==> src/rtl/traffic_ctrl_param_if.sv <==
// Sensor/lamp/display bundle between the intersection controller and the board.
// master = board side (drives sensors), slave = controller.
interface traffic_ctrl_param_if #(
    parameter int unsigned TW = 6
);
    logic          AS;
    logic          BS;
    logic          NIGHT;
    logic [2:0]    state;
    logic [5:0]    led;
    logic [TW-1:0] A_time;
    logic [TW-1:0] B_time;

    modport master (
        output AS, BS, NIGHT,
        input  state, led, A_time, B_time
    );

    modport slave (
        input  AS, BS, NIGHT,
        output state, led, A_time, B_time
    );
endinterface

==> src/rtl/traffic_ctrl_param.sv <==
// Two-road intersection controller: six-phase cycle, tick prescaler, countdown displays.
// Optional night flash mode is built when NIGHT_FLASH_EN is defined.
module traffic_ctrl_param #(
    parameter int unsigned TW       = 6,
    parameter int unsigned TICK_DIV = 1,
    parameter int unsigned AG_TIME  = 27,
    parameter int unsigned BG_TIME  = 17,
    parameter int unsigned Y_TIME   = 3,
    parameter int unsigned RR_TIME  = 1
) (
    input logic                 CLK,
    input logic                 RST,
    traffic_ctrl_param_if.slave bus
);
    localparam int unsigned XW       = TW + 2;
    localparam int unsigned PW       = (TICK_DIV > 1) ? $clog2(TICK_DIV) : 1;
    localparam int unsigned MAX_I    = (2 ** TW) - 1;
    localparam int unsigned RST_B_I  = AG_TIME + Y_TIME + RR_TIME - 1;

    localparam logic [TW-1:0] AG_LOAD  = TW'(AG_TIME - 1);
    localparam logic [TW-1:0] BG_LOAD  = TW'(BG_TIME - 1);
    localparam logic [TW-1:0] Y_LOAD   = TW'(Y_TIME - 1);
    localparam logic [TW-1:0] RR_LOAD  = TW'(RR_TIME - 1);
    localparam logic [TW-1:0] RST_B    = (RST_B_I > MAX_I) ? TW'(MAX_I) : TW'(RST_B_I);

    localparam logic [XW-1:0] DISP_MAX = XW'(MAX_I);
    localparam logic [XW-1:0] ADD_YR   = XW'(Y_TIME + RR_TIME);
    localparam logic [XW-1:0] ADD_RR   = XW'(RR_TIME);
    localparam logic [XW-1:0] ADD_ARR  = XW'(BG_TIME + Y_TIME + RR_TIME);
    localparam logic [XW-1:0] ADD_BRR  = XW'(AG_TIME + Y_TIME + RR_TIME);

    localparam logic [5:0] LED_AG    = 6'b001100;
    localparam logic [5:0] LED_AY    = 6'b010100;
    localparam logic [5:0] LED_RR    = 6'b100100;
    localparam logic [5:0] LED_BG    = 6'b100001;
    localparam logic [5:0] LED_BY    = 6'b100010;
    localparam logic [5:0] LED_FLASH = 6'b010010;

    typedef enum logic [2:0] {
        S_AG    = 3'd0,
        S_AY    = 3'd1,
        S_ARR   = 3'd2,
        S_BG    = 3'd3,
        S_BY    = 3'd4,
        S_BRR   = 3'd5,
        S_FLASH = 3'd6
    } state_t;

    state_t        state_q, state_d;
    logic [TW-1:0] cnt_q, cnt_d;
    logic [PW-1:0] pre_q;
    logic          tick_c;
    logic [5:0]    led_q, led_d;
    logic [TW-1:0] a_q, a_d;
    logic [TW-1:0] b_q, b_d;
    logic [XW-1:0] a_x, b_x, cnt_x;
    logic          unused_inputs;

`ifdef NIGHT_FLASH_EN
    logic flash_q, flash_d;
    assign unused_inputs = bus.AS;
`else
    assign unused_inputs = &{1'b0, bus.AS, bus.NIGHT};
`endif

    // Prescaler: tick on the last count of each TICK_DIV window
    assign tick_c = (pre_q == PW'(TICK_DIV - 1));

    always_ff @(posedge CLK) begin
        if (RST) begin
            pre_q <= '0;
        end else if (tick_c) begin
            pre_q <= '0;
        end else begin
            pre_q <= pre_q + PW'(1);
        end
    end

    // Phase sequencing; everything holds between ticks
    always_comb begin
        state_d = state_q;
        cnt_d   = cnt_q;
`ifdef NIGHT_FLASH_EN
        flash_d = flash_q;
`endif
        if (tick_c) begin
            case (state_q)
                S_AG: begin
                    if (cnt_q == '0) begin
                        if (bus.BS) begin
                            state_d = S_AY;
                            cnt_d   = Y_LOAD;
                        end
                    end else begin
                        cnt_d = cnt_q - TW'(1);
                    end
                end
                S_AY: begin
                    if (cnt_q == '0) begin
                        state_d = S_ARR;
                        cnt_d   = RR_LOAD;
                    end else begin
                        cnt_d = cnt_q - TW'(1);
                    end
                end
                S_ARR: begin
                    if (cnt_q == '0) begin
                        state_d = S_BG;
                        cnt_d   = BG_LOAD;
                    end else begin
                        cnt_d = cnt_q - TW'(1);
                    end
                end
                S_BG: begin
                    // Side road released early as soon as its queue empties
                    if (cnt_q == '0 || !bus.BS) begin
                        state_d = S_BY;
                        cnt_d   = Y_LOAD;
                    end else begin
                        cnt_d = cnt_q - TW'(1);
                    end
                end
                S_BY: begin
                    if (cnt_q == '0) begin
                        state_d = S_BRR;
                        cnt_d   = RR_LOAD;
                    end else begin
                        cnt_d = cnt_q - TW'(1);
                    end
                end
                S_BRR: begin
                    if (cnt_q == '0) begin
                        state_d = S_AG;
                        cnt_d   = AG_LOAD;
                    end else begin
                        cnt_d = cnt_q - TW'(1);
                    end
                end
                default: begin
`ifdef NIGHT_FLASH_EN
                    if (bus.NIGHT) begin
                        flash_d = !flash_q;
                    end else begin
                        state_d = S_BRR;
                        cnt_d   = RR_LOAD;
                    end
`else
                    state_d = S_AG;
                    cnt_d   = AG_LOAD;
`endif
                end
            endcase
`ifdef NIGHT_FLASH_EN
            // Night request overrides any phase expiry
            if (bus.NIGHT && state_q != S_FLASH) begin
                state_d = S_FLASH;
                cnt_d   = '0;
                flash_d = 1'b1;
            end
`endif
        end
    end

    // Lamp and countdown decode from the next state so outputs move with state
    always_comb begin
        cnt_x = XW'(cnt_d);
        a_x   = cnt_x;
        b_x   = cnt_x;
        led_d = '0;
        case (state_d)
            S_AG: begin
                led_d = LED_AG;
                b_x   = cnt_x + ADD_YR;
            end
            S_AY: begin
                led_d = LED_AY;
                b_x   = cnt_x + ADD_RR;
            end
            S_ARR: begin
                led_d = LED_RR;
                a_x   = cnt_x + ADD_ARR;
            end
            S_BG: begin
                led_d = LED_BG;
                a_x   = cnt_x + ADD_YR;
            end
            S_BY: begin
                led_d = LED_BY;
                a_x   = cnt_x + ADD_RR;
            end
            S_BRR: begin
                led_d = LED_RR;
                b_x   = cnt_x + ADD_BRR;
            end
            default: begin
`ifdef NIGHT_FLASH_EN
                led_d = flash_d ? LED_FLASH : 6'b000000;
`else
                led_d = LED_FLASH;
`endif
                a_x   = '0;
                b_x   = '0;
            end
        endcase
        a_d = (a_x > DISP_MAX) ? DISP_MAX[TW-1:0] : a_x[TW-1:0];
        b_d = (b_x > DISP_MAX) ? DISP_MAX[TW-1:0] : b_x[TW-1:0];
    end

    always_ff @(posedge CLK) begin
        if (RST) begin
            state_q <= S_AG;
            cnt_q   <= AG_LOAD;
            led_q   <= LED_AG;
            a_q     <= AG_LOAD;
            b_q     <= RST_B;
        end else begin
            state_q <= state_d;
            cnt_q   <= cnt_d;
            led_q   <= led_d;
            a_q     <= a_d;
            b_q     <= b_d;
        end
    end

`ifdef NIGHT_FLASH_EN
    always_ff @(posedge CLK) begin
        if (RST) begin
            flash_q <= 1'b0;
        end else begin
            flash_q <= flash_d;
        end
    end
`endif

    assign bus.state  = state_q;
    assign bus.led    = led_q;
    assign bus.A_time = a_q;
    assign bus.B_time = b_q;

endmodule
==> src/flat_wrapper.sv <==
// flat-port wrapper written by rule: the top's interface ports become plain ports
module traffic_ctrl_param_flat 
#(
    parameter int unsigned TW       = 6,
    parameter int unsigned TICK_DIV = 1,
    parameter int unsigned AG_TIME  = 27,
    parameter int unsigned BG_TIME  = 17,
    parameter int unsigned Y_TIME   = 3,
    parameter int unsigned RR_TIME  = 1
)
  (CLK, RST, bus_AS, bus_BS, bus_NIGHT, bus_state, bus_led, bus_A_time, bus_B_time);
  traffic_ctrl_param_if #(.TW(TW)) bus_i ();
  input logic CLK;
  input logic RST;
  input wire logic [$bits(bus_i.AS)-1:0] bus_AS;
  input wire logic [$bits(bus_i.BS)-1:0] bus_BS;
  input wire logic [$bits(bus_i.NIGHT)-1:0] bus_NIGHT;
  output wire logic [$bits(bus_i.state)-1:0] bus_state;
  output wire logic [$bits(bus_i.led)-1:0] bus_led;
  output wire logic [$bits(bus_i.A_time)-1:0] bus_A_time;
  output wire logic [$bits(bus_i.B_time)-1:0] bus_B_time;
  assign bus_i.AS = bus_AS;
  assign bus_i.BS = bus_BS;
  assign bus_i.NIGHT = bus_NIGHT;
  assign bus_state = bus_i.state;
  assign bus_led = bus_i.led;
  assign bus_A_time = bus_i.A_time;
  assign bus_B_time = bus_i.B_time;
  traffic_ctrl_param #(.TW(TW), .TICK_DIV(TICK_DIV), .AG_TIME(AG_TIME), .BG_TIME(BG_TIME), .Y_TIME(Y_TIME), .RR_TIME(RR_TIME)) u_core (.CLK(CLK), .RST(RST), .bus(bus_i));
endmodule
==> config.mk <==
export PLATFORM = sky130hd
export DESIGN_NAME = traffic_ctrl_param_flat
export DESIGN_NICKNAME = d
export VERILOG_FILES = /design/src/rtl/traffic_ctrl_param_if.sv /design/src/rtl/traffic_ctrl_param.sv /design/src/flat_wrapper.sv
export SDC_FILE = /design/constraint.sdc
export NUM_CORES = 1
export LEC_CHECK = 0
export ABC_AREA = 0
export CAP_MARGIN = 20
export CORE_MARGIN = 5
export CORE_UTILIZATION = 40
export CTS_CLUSTER_SIZE = 8
export DETAILED_ROUTE_END_ITERATION = 6
export MAX_ROUTING_LAYER = met4
export PLACE_DENSITY = 0.7
export SYNTH_ARGS = -nofsm -noshare
export SYNTH_HDL_FRONTEND = slang
export SYNTH_SLANG_ARGS = --single-unit
==> constraint.sdc <==
create_clock -name CLK -period 3 [get_ports CLK]
set_input_delay 0.75 -clock CLK [delete_from_list [all_inputs] [get_ports CLK]]
set_output_delay 0.75 -clock CLK [all_outputs]
set_load 0.01 [all_outputs]
* After elaboration in Yosys (flattened, before gate mapping)
Cells that the tools add are included.
** Operators by class
- Bitwise gates (word level) :: 1
- Order comparisons :: 2
- Muxes and demuxes :: 22
- Equal/unequal tests :: 10
- Reductions and logical operators :: 12
- Add/subtract/negate cells :: 6
** Operators with widths (number)
- 8-bit case mux with 4 select lines :: 2
- 6-bit case mux with 5 select lines :: 2
- 6-bit two-way mux :: 9
- 3-bit two-way mux :: 8
- 3-bit case mux with 6 select lines :: 1
- 8-bit by 6-bit greater-than comparator with 1-bit output, second input constant :: 2
- 6-bit by 5-bit adder with 7-bit output, second input constant :: 2
- 3-bit by 2-bit equality test with 1-bit output, second input constant :: 4
- 3-bit equality test, second input constant :: 4
- 2-bit OR reduction :: 5
- 6-bit by 1-bit adder with 7-bit output, second input constant :: 1
- 6-bit by 3-bit adder with 7-bit output, second input constant :: 1
- 3-bit by 1-bit equality test with 1-bit output, second input constant :: 2
- 3-bit zero test :: 2
- 6-bit zero test :: 1
- 3-bit OR reduction :: 2
- 6-bit by 1-bit subtractor with 6-bit output, second input constant :: 1
- 1-bit adder, second input constant :: 1
- 1-bit zero test :: 1
- 1-bit logical OR :: 1
- 1-bit NOT :: 1
** Storage, ports and cells
- Bits in registers :: 28

* Depth between registers and ports, before layout
Gate-level depths: netlist (run 1).
- Depth after elaboration :: 10
- Gate-level depth with buffers :: 16

* Least setup slack after synthesis (run 1)
No wires, ideal clock.
- Path kind :: register to register
- From :: reg u_core.cnt_q[0]
- To :: reg u_core.a_q[3] (netlist: u_core.bus.A_time[3])
- Buffers on the path :: 2
- Arrival :: 2.817 ns
- Path slack :: 0.055 ns
- Required time :: 2.872 ns
- Cell stages (with the launch flop) :: 16
- Cell sequence :: dfxtp_1 > inv_1 > ha_1 > nor2b_1 > clkbuf_2 > a41o_1 > nor4_4 > nor2_2 > ha_1 > clkbuf_1 > nand2_1 > a2bb2oi_1 > a21boi_0 > o21bai_1 > nor2b_1 > nand3_1
** On the way
- Elaborated cells on any way between the ends :: 32
** RTL lines
- start: declaration :: line traffic_ctrl_param.sv:50 : logic [TW-1:0] cnt_q, cnt_d;
- start signal: assignment :: line traffic_ctrl_param.sv:218 : cnt_q <= cnt_d;
- branches (longest 3 deep; another with 6-bit by 1-bit subtractor with 6-bit output)
- 6-bit case mux with 5 select lines * :: line traffic_ctrl_param.sv:87 : case (state_q)
- 6-bit two-way mux * :: line traffic_ctrl_param.sv:86 : if (tick_c) begin
- net u_core.cnt_d[1] :: line traffic_ctrl_param.sv:50
- 6-bit by 1-bit adder with 7-bit output, or another cell as far along :: line traffic_ctrl_param.sv:189 : a_x = cnt_x + ADD_RR;
- 8-bit case mux with 4 select lines * :: line traffic_ctrl_param.sv:170 : case (state_d)
- 8-bit by 6-bit greater-than comparator with 1-bit output :: line traffic_ctrl_param.sv:205 : a_d = (a_x > DISP_MAX) ? DISP_MAX[TW-1:0] : a_x[TW-1:0];
- 2-bit OR reduction (no source line)
- end signal: assignment :: line traffic_ctrl_param.sv:214 : a_q <= AG_LOAD;
- end signal: assignment :: line traffic_ctrl_param.sv:220 : a_q <= a_d;
- end: declaration :: line traffic_ctrl_param.sv:54 : logic [TW-1:0] a_q, a_d;
Mark *: on every way through the listed nets, which the timed path passes.
A chain may end at the register's enable or synchronous reset.

* Worst setup path in the final report (run 1)
- From :: reg u_core.cnt_q[0]
- To :: reg u_core.b_q[3] (netlist: u_core.bus.B_time[3])
** On the way
- Elaborated cells on any way between the ends :: 32
** RTL lines
- branches (longest 3 deep; another with 6-bit by 1-bit subtractor with 6-bit output)
- 6-bit case mux with 5 select lines * :: line traffic_ctrl_param.sv:87
- 6-bit two-way mux * :: line traffic_ctrl_param.sv:86
- net u_core.cnt_d[1] :: line traffic_ctrl_param.sv:50
- 6-bit by 5-bit adder with 7-bit output, or another cell as far along :: line traffic_ctrl_param.sv:193 : b_x = cnt_x + ADD_BRR;
- 8-bit case mux with 4 select lines * :: line traffic_ctrl_param.sv:170
- 8-bit by 6-bit greater-than comparator with 1-bit output :: line traffic_ctrl_param.sv:206 : b_d = (b_x > DISP_MAX) ? DISP_MAX[TW-1:0] : b_x[TW-1:0];
- 2-bit OR reduction (no source line)
- end signal: assignment :: line traffic_ctrl_param.sv:215 : b_q <= RST_B;
- end signal: assignment :: line traffic_ctrl_param.sv:221 : b_q <= b_d;
- end: declaration :: line traffic_ctrl_param.sv:55 : logic [TW-1:0] b_q, b_d;
Marks and branches as above.

==> run metrics, run 1 <==
Peak Freq 353.3 MHz; top cells by area, synth dfxtp_1 (27%), nand2_1 (4.8%), nor2_1 (4.4%), a21oi_1 (3.8%), ha_1 (3.6%); Worst Setup End Kind register; DRT Wirelength 6.759 mm; synth unique cells 64; Syn Std Cell Area 0.002111 mm^2; RSZ-0062 raised after global routing no; most common cell after layout, fill and taps aside buf_4; port bufs 23; DR WL/cell 16.65 um; Worst Path Max Fanout 4; share of cells above drive strength 1 27.68%; Initial Util 41.33%; CP cell instances inv_1 -> ha_1 -> nor2b_1 -> buf_4 -> a41o_1 -> nor4_4 -> nor2_4 -> inv_1 -> ha_1 -> nand2_1 -> a21oi_1 -> a211oi_1 -> buf_4 -> nor2_2 -> o211ai_1; die width 82.64 um; most common flop cell mapped by yosys dfxtp_1; H-tree lvl count 1; drt drc 0; crit path launch type register; worst slew pin tran 0.7634 ns; Worst-Skew Late Latency 0.28 ns; max-cap violations 0; clk sinks 28; # IOs 26; endpoints failing hold 0; Static Leak 1.204 nW; WP data arrival 2.99 ns; Tcrit/Tclk final 94.35%; Routed Antenna Nets 0; nets@finish 348; # rows 26; Worst-path clk slew 0.10 ns; n_diodes 0; Worst Skew 0.005218 ns; die area 0.006829 mm^2; WP data required 3.16 ns; Post-synth EDFFs 0; Worst Hold Class register to register; vias in the first global route 2283; core area 0.005107 mm^2; FF+latch area 560.5 um^2; detailed placement HPWL 5.124 mm; area of the multi-input gates 0.001470 mm^2; post-synthesis net count 277; flops & latches, synth 28; post-place setup slack -0.5142 ns; CP peak stage delay 0.38 ns; vias per inst 5.741; routed vias 2331; Mapped Avg Cell Area 7.935 um^2; initial antenna violation count 0; final global-route overflow total 0; Placer Congestion 0.9593; Final Critical Period 2.830 ns; register area share after synthesis 26.56%; pin count of the biggest net entering global routing 18; Crit-path slowest cell nor4_4; Max Slew Vio Count 0; Synth area leader dfxtp_1; clock buffer depth 2; Yosys Warn Count 0; DIE HEIGHT 82.64 um; R2R Setup Slk 0.17 ns; first-pass GRT wire length 10.81 mm; ys async rst share 0%; fillers 474; clock root buffer clkbuf_8; cell count after synthesis 266; final core occ 57.06%; Pre-antenna DRT Iters 6; Post-CTS Setup Repair Bufs 0; type of the worst setup path register to register; area delta synth->final 38.06%; TritonCTS buffer count 3; status finished, final reports clean; IR drop worst, VDD 0.0001990 V; PwrDens 382.7 mW/mm^2; GRT Util Overall 21.02%; top-area cell type share of the netlist area 26.56%; final setup vio count 0; final worst setup slack 0.1696 ns; cts hold-fix bufs 0; relative slew slack 48.95%; DRT iter0 DRCs 279; CTS tree yes; most frequent cells in the layout buf_4 (60), dfxtp_1 (28), nand2_1 (27)
## kinds of logic (layout without fill, tap and decap cells)
| family | Yosys count | after routing | synth area share, % |
|---|---|---|---|
| xor+xnor | 5 | 5 | 2.075 |
| simple gates | 109 | 109 | 30.47 |
| mux | 5 | 5 | 2.726 |
| flops | 28 | 28 | 26.56 |
| other cells | 1 | 1 | 0.1777 |
| buf+inv | 28 | 98 | 6.342 |
| compound gates | 84 | 84 | 28.10 |
| fa+ha+maj | 6 | 6 | 3.557 |
## stage by stage
stage	hold slack, ns	power (W)	cell area (um^2)	setup TNS [ns]	std cells
5_1_grt	0.8477	0.001163	2914	0	406
3_3_place_gp	0.7882	0.0007870	2786	-3.843	402
4_1_cts	0.8012	0.001105	2889	-0.03363	406
3_5_place_dp	0.7723	0.0007921	2786	-4.611	402
2_1_floorplan	0.6466	0.0006263	2111	0	266
6_report	0.8052	0.001115	2914	0	406
## worst max-delay path: cells and delay by family, from the launching register on
kind,cells,cell delay (ns)
compound gates,4,0.61
fa+ha+maj,2,0.41
buf+inv,4,0.45
flops,1,0.34
simple gates,5,0.89
## cell type report
type | instances | share of cell area [%]
repair buffers | 83 | 23.44
well taps | 70 | 3.006
multi-input cells | 210 | 50.45
flip-flops and latches | 28 | 19.24
clock buffers | 3 | 1.417
inverters | 11 | 1.417
clock inverters | 1 | 1.030
## flip-flops by register name, summed over array words and instances, names as in the netlist
register and flops:
u_core.cnt_q 6, u_core.bus.B_time 6, u_core.bus.A_time 6, u_core.pre_q 1, u_core.bus.state 3, u_core.bus.led 6
## power breakdown
part	leakage (nW)	internal, W	switching [W]
clock	0.0357	0.000179	0.000129
combinational	0.939	0.000189	0.000210
sequential	0.229	0.000397	0.0000115
## layer usage
layer | part of all wire (%) | GRT usage [%] | vias up
li1 | - | - | 1109
met1 | 42 | 26.57 | 1079
met2 | 48 | 34.86 | 120
met3 | 7.8 | 1.844 | 23
met4 | 2.3 | 7.843 | 0
met5 | 0 | - | -
## worst paths after layout
check	cells past startpoint	startpoint	to
worst max-delay path	15	u_core.cnt_q[0]$_SDFF_PP0_	u_core.bus.B_time[3]$_SDFF_PP1_
worst min register to register	4	u_core.cnt_q[0]$_SDFF_PP0_	u_core.bus.B_time[0]$_SDFF_PP0_
worst min-delay path	4	u_core.cnt_q[0]$_SDFF_PP0_	u_core.bus.B_time[0]$_SDFF_PP0_
worst max register to register	15	u_core.cnt_q[0]$_SDFF_PP0_	u_core.bus.B_time[3]$_SDFF_PP1_
## cell usage after synthesis (2+ instances only)
cell type,n
dfxtp_1,28
nand2_1,27
nor2_1,25
a21oi_1,16
o21ai_0,15
inv_1,11
nand2b_1,8
nand3_1,8
buf_2,7
nor2b_1,7
ha_1,6
a21o_1,5
clkbuf_1,5
nor3_1,5
a211oi_1,4
a31oi_1,4
a32oi_1,4
o211ai_1,4
o22ai_1,4
a21boi_0,3
and2_1,3
and3_1,3
nand4_1,3
nor3_4,3
or2_2,3
xor2_1,3
a21boi_2,2
a21oi_2,2
a22oi_1,2
a2bb2oi_1,2
and3b_1,2
buf_6,2
mux2_2,2
mux2i_1,2
nand3b_1,2
nor4_1,2
nor4b_4,2
o21a_1,2
o221ai_1,2
xnor2_1,2
## repair_timing
action,4_1_cts,5_1_grt
pin swaps,3,4
setup endpoints to repair,10,12
gates resized for setup,8,7
Power figures use the tool's default switching activity.
==> run 2, diff against run 1 <==
--- a/config.mk
+++ b/config.mk
@@ -11,8 +11,8 @@
 export CORE_UTILIZATION = 40
 export CTS_CLUSTER_SIZE = 8
 export DETAILED_ROUTE_END_ITERATION = 6
-export MAX_ROUTING_LAYER = met4
-export PLACE_DENSITY = 0.7
+export PLACE_DENSITY = 0.6
 export SYNTH_ARGS = -nofsm -noshare
 export SYNTH_HDL_FRONTEND = slang
 export SYNTH_SLANG_ARGS = --single-unit
+export TNS_END_PERCENT = 30
==> run 2 against run 1 <==
  * Setup slack got worse by 0.050 ns
  * Total power up 1.5%
  * Global-route usage about the same
  * Critical endpoint unchanged
==> run metrics, run 2 (synthesis results as in run 1) <==
status finished, final reports clean; Worst Hold Class register to register; Worst-path clk slew 0.10 ns; TritonCTS buffer count 3; RSZ-0062 raised after global routing no; DR WL/cell 16.24 um; port bufs 23; pin count of the biggest net entering global routing 18; clock root buffer clkbuf_8; # IOs 26; area of the multi-input gates 0.001494 mm^2; crit path launch type primary input; clock buffer depth 2; Max Slew Vio Count 0; routed vias 2304; DRT Wirelength 6.673 mm; drt drc 0; Fin Setup TNS 0 ns; PwrDens 380.3 mW/mm^2; WP data required 3.14 ns; initial antenna violation count 0; die width 82.64 um; Routed Antenna Nets 0; WP data arrival 3.02 ns; most frequent cells in the layout buf_4 (64), dfxtp_1 (28), nand2_1 (27); Worst Skew 0.004261 ns; worst hold slack 0.7716 ns; Worst-Skew Late Latency 0.28 ns; DP Cell Count 401; max-cap violations 0; most common cell after layout, fill and taps aside buf_4; endpoints failing hold 0; type of the worst setup path primary input to register; Static Leak 1.226 nW; final setup vio count 0; Worst Path Max Fanout 7; Cell Area, Placed 0.002779 mm^2; CTS tree yes; Initial Util 41.33%; worst slew pin tran 0.7554 ns; Finished Cell Area 0.002975 mm^2; Pre-antenna DRT Iters 4; vias per inst 5.606; Tcrit/Tclk final 96.01%; first-pass GRT wire length 11.08 mm; area delta synth->final 40.96%; relative slew slack 49.48%; vias in the first global route 2277; share of cells above drive strength 1 30.79%; nets@finish 353; cts hold-fix bufs 0; final global-route overflow total 0; DRT iter0 DRCs 184; detailed placement HPWL 5.042 mm; core area 0.005107 mm^2; Peak Freq 347.2 MHz; DIE HEIGHT 82.64 um; # rows 26; Tot Pwr 0.001132 W; FF+latch area 560.5 um^2; n_diodes 0; non-filler instance count after layout 411; fillers 495; GRT Util Overall 21.03%; Final Critical Period 2.880 ns; Placer Congestion 0.8948; die area 0.006829 mm^2; Worst Setup End Kind register; IR drop worst, VDD 0.0003042 V; clk sinks 28; H-tree lvl count 1
[run 2: cell count changes in the layout (fill, tap and decap cells not counted), moves of 2 or more]
cell	change
a32oi_1	-2
a211oi_2	+2
a211oi_1	-2
a32oi_2	+2
buf_4	+4
[run 2: cell type report]
cell class	instances	area share (%)
multi-input cells	210	50.21
repair buffers	88	24.22
flip-flops and latches	28	18.84
well taps	70	2.944
clock buffers	3	1.388
inverters	11	1.388
clock inverters	1	1.009
[run 2: per-layer routing]
layer	up-vias	wire length [um]	part of all wire [%]	GRT usage, %
li1	1115	-	-	-
met1	1088	2968	44	29.16
met2	91	3106	47	32.45
met3	10	497	7.4	4.447
met4	0	100	1.5	6.536
met5	-	0	0	0
[run 2: where the power goes]
part           leakage, nW  internal [W]  total (W)  switching (W)
registers            0.229      0.000397   0.000408      0.0000111
clock network       0.0357      0.000179   0.000301       0.000122
logic                0.962      0.000207   0.000423       0.000215
[run 2: worst max-delay path: stages]
cell,delay [ns]
dlygate4sd2_1,0.24
buf_6,0.12
and3b_1,0.17
a41o_1,0.26
nor4_4,0.32
nor2_2,0.07
buf_4,0.18
inv_1,0.06
ha_1,0.15
nand2_1,0.10
a21oi_2,0.17
a211oi_2,0.07
nor2_2,0.21
o211ai_1,0.16
[run 2: through the flow]
step	setup slack (ns)	util, %
floorplan	0.05545	-
detailed placement	-0.5530	54.41
global placement	-0.5207	54.41
finish	0.1196	58.26
CTS	0.04831	57.42
global route	0.001815	58.26
[run 2: worst paths after layout]
path                                                     start                         endpoint  slack, ns  cells past startpoint
worst min-delay path            u_core.bus.state[0]$_SDFF_PP0_   u_core.bus.state[1]$_SDFF_PP0_       0.77                      3
worst max register to register      u_core.cnt_q[1]$_SDFF_PP1_  u_core.bus.B_time[3]$_SDFF_PP1_       0.17                     15
worst min register to register  u_core.bus.state[0]$_SDFF_PP0_   u_core.bus.state[1]$_SDFF_PP0_       0.77                      3
worst max-delay path                                    bus_BS  u_core.bus.B_time[3]$_SDFF_PP1_       0.12                     14
[run 2: repair_timing]
action | in CTS | in global routing
cloned | 0 | 0
pin swaps | 7 | 3
endpoints found under the hold margin | 0 | 0
setup endpoints to repair | 12 | 12
setup buffers | 5 | 1
resized for setup | 13 | 8
==> edit (settings of run 2) <==
Add a define of `NIGHT_FLASH_EN`.
--- a/src/rtl/traffic_ctrl_param.sv
+++ b/src/rtl/traffic_ctrl_param.sv
@@ -1,4 +1,6 @@
 // Two-road intersection controller: six-phase cycle, tick prescaler, countdown displays.
 // Optional night flash mode is built when NIGHT_FLASH_EN is defined.
+`define NIGHT_FLASH_EN
+
 module traffic_ctrl_param #(
     parameter int unsigned TW       = 6,
Function: changed (a bounded check fails within 4 cycles, from zero or initial values and one cycle with RST high).
==> edit against run 2 <==
- the run now ends with setup timing left
- wire length is 22% higher
- final cell count increased by 16%
- design area increased by 19%
- synthesized area increased by 7.1%
- sequential cell count increased by 1
- sequential power rose by 7.4%
- synthesized cell count rose by 14%
- setup slack lost 0.18 ns
- power grew 17%
- clock skew is 0.0053 ns higher
- combinational power rose by 37%
- critical path type is now flip-flop to flip-flop
==> edit: results (changes against run 2) <==
* Max H-tree Level at 2 (+1)
* Outcome: finished, violations left
* Leading cell types by count after synthesis: 33 x sky130_fd_sc_hd__nor2_1, 29 x sky130_fd_sc_hd__dfxtp_1, 26 x sky130_fd_sc_hd__o21ai_0
* Sequential cell area fraction in the yosys report at 25.7% (-0.88 points)
* Top-area cell type share of the netlist area at 25.7% (-0.88 points)
* Number of distinct library cells after synthesis at 70 (+9.4%)
* 1st-iter DRT viols at 180 (-2.2%)
* Gate family responsible for the most delay along the worst path: compound AO/OA/AOI/OAI gates
* TritonCTS Buffers at 5 (+2)
* Maximum resistive drop on vdd at 0.000216 V (-29%)
* CP Data Arrival Time at 3.22 ns (+0.20 ns)
* Proportion of layout cells with a drive suffix above 1 at 39.5% (+8.7 points)
* R2r worst-path depth at 12 (-3)
* Worst reg2reg endpoint: u_core.bus.A_time[3]
* Switching power share of the total at 35.0% (+4.2 points)
* Number of setup violations in the final report at 6 (+6)
* Pre-antenna DRT Iters at 5 (+1)
* Slowest Stage Delay on Critical Path at 0.70 ns (+0.38 ns)
* Number of cells traversed by the worst hold path at 2 (-1)
* Violated checks: setup timing
* Final routed wire length divided by cell count at 17.2 um (+6.0%)
* Worst-case clock skew at 0.00952 ns (+0.00526 ns)
* Leak Pwr at 0.00140 uW (+14%)
* Vias per inst at 5.98 (+6.7%)
* Synth area leaders: sky130_fd_sc_hd__dfxtp_1 26%, sky130_fd_sc_hd__o21ai_0 5.8%, sky130_fd_sc_hd__nor2_1 5.5%
* Startpoint of the lowest-slack register-to-register path: u_core.cnt_q[0]
* Syn Nets at 314 (+13%)
* Weighted congestion reported at the end of routability-driven placement at 0.932 (+4.2%)
* First-pass GRT wire length at 12,900 um (+16%)
* Hold Crit Start: u_core.flash_q
* GRT Util Overall at 21.9% (+0.92 points)
* Least setup slack across all paths after layout at -0.0649 ns (-0.185 ns)
* Hold Path End: u_core.flash_q
* CTS clk-pin slew, worst paths at 0.07 ns (-0.03 ns)
* Max stage delay cell, worst path: sky130_fd_sc_hd__a21oi_1
## edit: cell types whose count changed in the layout (fill, tap and decap cells not counted), sizes merged, moves of 4 or more
| cell | delta |
|---|---|
| nor2b | -4 |
| a21boi | -5 |
| buf | +29 |
| a21o | -4 |
| nand2b | -5 |
| o21ai | +13 |
| nor2 | +8 |
## edit: metrics by stage
stage	area, um2	std cells	setup WS, ns	power [uW]	setup TNS, ns
after floorplan	2320	303	-0.0205	713	-0.0798
after global placement	3180	460	-0.515	953	-5.07
after detailed placement	3180	460	-0.466	957	-4.92
after CTS	3400	473	0.00158	1300	0
after global routing	3540	475	-0.187	1400	-1.68
final	3540	475	-0.0649	1330	-0.217
## edit: timing repair
item / in CTS / in global routing
pin swaps: 16 / 19
endpoints found under the setup margin: 12 / 12
buffers inserted: 5 / 3
resized for setup: 29 / 26
## edit: power groups by stage
stage                     combinational [uW]  clock, uW  sequential (uW)
after detailed placement                 512          0              445
after global placement                   509          0              444
after floorplan                          256          0              457
final                                    580        309              438
after CTS                                542        320              438
after global routing                     620        335              442
## edit: worst max path at each step
stage	from	end	cells after the start
after floorplan	u_core.cnt_q[0]	u_core.bus.B_time[4]	14
after global placement	bus_BS	u_core.bus.A_time[2]	15
after detailed placement	bus_BS	u_core.bus.A_time[2]	15
after CTS	u_core.cnt_q[1]	u_core.bus.A_time[2]	14
after global routing	u_core.cnt_q[0]	u_core.bus.B_time[4]	14
final	u_core.cnt_q[0]	u_core.bus.A_time[3]	12
## edit: layer usage
metal | vias to the layer above | global-route usage, % | part of all wire [%]
met3 | 22 | 4.27 | 6.4
met5 | - | 0 | 0
li1 | 1346 | - | -
met1 | 1339 | 27.3 | 43
met2 | 134 | 37.3 | 48
met4 | 0 | 8.20 | 2.2
## edit: final cells by class
type	instances	area share [%]
multi-input cells	236	50.3
flip-flops and latches	29	16.5
clock inverters	2	0.283
repair buffers	118	27.1
well taps	72	2.55
inverters	12	1.27
clock buffers	6	2.05
## edit: cell families after synthesis
kind of cell / share of synthesized area, %
AOI/OAI and AO/OA: 36.8
and+or+nand+nor: 24.9
buffers and inverters: 7.03
muxes: 0.885
DFF: 25.7
xor gates and xnor gates: 0.775
adders and majority gates: 3.76
other: 0.166
